### src/rtl/serial_pkg.sv
// Shared definitions for the LSB-first serializer: FSM state type and default word width.
package serial_pkg;

   localparam int unsigned SER_W = 8;

   typedef enum logic [0:0] {
      IDLE  = 1'b0,
      SHIFT = 1'b1
   } state_t;

endpackage

### src/rtl/lsb_serializer.sv
// Parallel-to-serial converter, LSB first, with a one-entry holding register so that
// back-to-back words produce contiguous frames framed by sof/eof.
module lsb_serializer
   import serial_pkg::*;
#(
   parameter int unsigned W = SER_W
) (
   input  logic         t_clk,
   input  logic         r,
   input  logic [W-1:0] din,
   input  logic         din_valid,
   output logic         din_ready,
   output logic         so,
   output logic         sof,
   output logic         eof,
   output logic         busy
);

   localparam int unsigned CW = (W > 1) ? $clog2(W) : 1;
   localparam logic [CW-1:0] LAST = CW'(W - 1);

   state_t        state;
   logic [W-1:0]  sh;
   logic [CW-1:0] cnt;
   logic [W-1:0]  pend;
   logic          pend_v;

   logic last_bit;
   logic load;
   logic xfer;

   always_comb begin
      last_bit  = (state == SHIFT) && (cnt == LAST);
      load      = pend_v && ((state == IDLE) || last_bit);
      din_ready = (!pend_v || load) && !r;
      xfer      = din_valid && din_ready;
   end

   // The holding register refills on the same edge it hands its word to the shifter.
   always_ff @(posedge t_clk) begin
      if (r) begin
         state  <= IDLE;
         sh     <= '0;
         cnt    <= '0;
         pend   <= '0;
         pend_v <= 1'b0;
      end else begin
         if (xfer) begin
            pend   <= din;
            pend_v <= 1'b1;
         end else if (load) begin
            pend_v <= 1'b0;
         end

         if (load) begin
            sh    <= pend;
            cnt   <= '0;
            state <= SHIFT;
         end else if (state == SHIFT) begin
            sh <= sh >> 1;
            if (last_bit) begin
               state <= IDLE;
               cnt   <= '0;
            end else begin
               cnt <= cnt + 1'b1;
            end
         end
      end
   end

   always_comb begin
      busy = (state == SHIFT);
      so   = busy && sh[0];
      sof  = busy && (cnt == '0);
      eof  = last_bit;
   end

endmodule

### config.mk
export PLATFORM = sky130hd
export DESIGN_NAME = lsb_serializer
export DESIGN_NICKNAME = d
export VERILOG_FILES = /design/src/rtl/serial_pkg.sv /design/src/rtl/lsb_serializer.sv
export SDC_FILE = /design/constraint.sdc
export NUM_CORES = 1
export LEC_CHECK = 0
export ABC_AREA = 1
export BUFFER_PORTS_ARGS = -buffer_cell sky130_fd_sc_hd__buf_4
export CAP_MARGIN = 5
export CORE_AREA = 5 5 76 71
export DETAILED_ROUTE_END_ITERATION = 16
export DIE_AREA = 0 0 81 76
export PLACE_DENSITY_LB_ADDON = 0.25
export REMOVE_ABC_BUFFERS = 1
export SYNTH_ARGS = -nofsm -noshare
export SYNTH_HDL_FRONTEND = slang
export SYNTH_SLANG_ARGS = --single-unit
### constraint.sdc
create_clock -name t_clk -period 1.6 [get_ports t_clk]
set_clock_uncertainty 0.15 [all_clocks]
set_input_delay 0.16 -clock t_clk [delete_from_list [all_inputs] [get_ports t_clk]]
set_output_delay 0.16 -clock t_clk [all_outputs]
set_load 0.02 [all_outputs]
==> run metrics <==
clock buffer depth=2; # H-tree levels=1; first-pass GRT wire length=just under 4 mm; warnings from Yosys=0; Antenna Nets Post-Route=0; CP max stage cell=dfxtp_2; DRC=0; Layout area overhead=35.81%; vias per cell=between 3 and 4; setup TNS=0 ns; slew margin rel.=84.58%; DRT Pass-1 Iters=4; worst min path class=in -> reg; status=completed; cell repeated most along the worst path=ha_4; largest net degree at the start of global routing=17; Initial DRC Count=45; Synth area leaders=dfxtp_1, nand3_1, nand2_1, a21oi_2, nor2_1; average wire per standard cell=10.07 um; crit path time final=1.583 ns; crit path kind=reg -> out; initial core utilization=23.27%; Max Slew Vio Count=0; met2 capacity usage during global routing=between 10% and 20%; initial antenna violation count=0; CORE AREA=~0.0046 mm^2; Clock Latency Late Sink=0.27 ns; CP Data Arrival Time=1.27 ns; Yosys reg bits=21; Synth Cell Area=~0.0011 mm^2; commonest non-fill, non-tap cells in the layout=nand3_1, nand2_1, buf_4, dfxtp_1, nor2_1; Seq/Total Area, Yosys=between 30% and 40%; final cycle utilization of the critical path=98.95%; CTS tree=done; mux contribution to synthesized area=0%; Port Buf Inserts=15; DPL Wire Length=1.518 mm; Post-Synth Simple-Gate Area=about a third; Root Driver=clkbuf_8; CP Cell Sequence=ha_4 -> ha_4 -> inv_4 -> nand3_4 -> nand2_2 -> inv_2 -> buf_6; met3 usage=2.719%; vias in the first global route=834; fraction of layout cells with a size suffix above 1=33.14%; CTS clk-pin slew, worst paths=about 0.090 ns; Final Hold Vio Count=0; Synth Area in Compound Gates=12.21%; final WL=2.357 mm; GPL Wtd Cong=around 0.7; RSZ-0062 raised after global routing=true; GR Util met1=11.95%; DR vias=928; GRT Max-Usage Layer=met1; full die area=slightly above 0.006 mm^2; FP Rows=24; Startpoint Class=register; post-route insts no fill=234; Tot Pwr=1.155 mW; Netlist cell types=21; nets=roughly 180; final setup violation count=0; Max FO, Critical Path=2; max incr delay on CP=0.34 ns; placed cell count=217; max_cap viols=0; Antenna Cells=0; TritonCTS Sinks=21; Congestion Overflow GR=0; chip width=81 um; leading cell type in the layout, fill and taps excluded=nand3_1; Least-Margin Pin Slew=roughly 0.23 ns; # IOs=16; Max Fclk=631.6 MHz; VDD IR max=0.4246 mV; Req. time, crit path=1.29 ns; Pleak=about 0.61 nW; Post-Synth Adder-Cell Area=3.488%; largest family of logic cells by synthesized area=simple AND/OR/NAND/NOR gates; critical path capture point type=primary output; xor/xnor share of the synthesized area=0%; syn avg cell area=7.741 um^2; TritonCTS Buffers=3; Yosys top cell by area=dfxtp_1; number of cells produced by synthesis=139; Tot GR Track Use=around 8.3%; Synth top area share=between 30% and 40%; Power per Cell Area=about 790 mW/mm^2; Die Y-Extent=76 um
-- layer usage --
metal  wire length, um  vias up  part of all wire [%]
li1                  -      510                     -
met1              1147      392                    49
met2              1062       24                    45
met3               117        2                   5.0
met4                28        0                   1.2
met5                 0        -                     0
-- report_power, final --
part           internal [mW]  total [mW]  switching (mW)
Sequential             0.559       0.581          0.0213
Combinational         0.0924       0.204           0.111
Clock                  0.176       0.371           0.195
-- worst paths after layout --
kind,startpoint,end,slack [ns],cells past startpoint
min reg2reg,pend[0]$_SDFFE_PP0P_,pend[0]$_SDFFE_PP0P_,0.32,2
min,din_valid,pend[0]$_SDFFE_PP0P_,0.04,3
max reg2reg,cnt[0]$_SDFFE_PP0P_,sh[0]$_SDFFE_PP0P_,0.09,9
max,cnt[0]$_SDFFE_PP0P_,din_ready,0.02,7
-- cells by family (layout without fill, tap and decap cells) --
group,after synthesis,after routing
and+or+nand+nor,71,72
DFF,21,21
adders and majority gates,3,3
buffers and inverters,24,53
AOI/OAI and AO/OA,20,20
-- synthesized netlist by cell type --
library cell  count
nand3_1          26
nand2_1          24
dfxtp_1          21
nor2_1           14
inv_1            12
a21oi_2           7
o21ai_0           6
a21oi_1           5
inv_2             4
buf_6             3
ha_1              3
buf_2             2
buf_4             2
nand2_4           2
nand3_2           2
buf_12            1
nand2_2           1
nand2_8           1
nor2_2            1
o21ai_2           1
o22ai_1           1
-- repair_timing --
| item | CTS | global route |
|---|---|---|
| gates resized for setup | 8 | 6 |
| buffers inserted | 3 | 0 |
| pin swaps | 0 | 1 |
| cloned | 0 | 1 |
| endpoints found under the hold margin | 10 | 2 |
| endpoints found under the setup margin | 2 | 5 |
| hold buffers | 8 | 1 |
-- layout make-up --
type,instances,area (um^2)
Inverter,16,62.56
Fill cell,520,3163
Timing Repair Buffer,33,277.8
Multi-Input combinational cell,95,568.0
Clock buffer,3,41.29
Tap cell,65,81.33
Clock inverter,1,7.507
Sequential cell,21,422.9
-- through the flow --
| stage | worst slack, ns | cell area, um^2 | hold WS [ns] | util [%] |
|---|---|---|---|---|
| global route | -0.06511 | 1461 | 0.05591 | 31.60 |
| CTS | -0.009767 | 1421 | -0.1087 | 30.74 |
| floorplan | 0.1006 | 997.2 | 0.07907 | - |
| detailed placement | 0.006344 | 1236 | 0.1905 | 26.73 |
| global placement | 0.01898 | 1236 | 0.1928 | 26.73 |
| finish | 0.01679 | 1461 | 0.04362 | 31.60 |
-- sequential cells by signal, indices dropped and copies added (netlist names) --
name,count
busy,1
cnt,3
pend,8
pend_v,1
sh,8
-- worst max-delay path: cells and delay by family (launching register included) --
kind / cells / cell delay (ns)
and+or+nand+nor: 2 / 0.12
buffers and inverters: 3 / 0.23
DFF: 1 / 0.34
adders and majority gates: 2 / 0.32
Note: power is estimated with default switching activity, not from simulation.
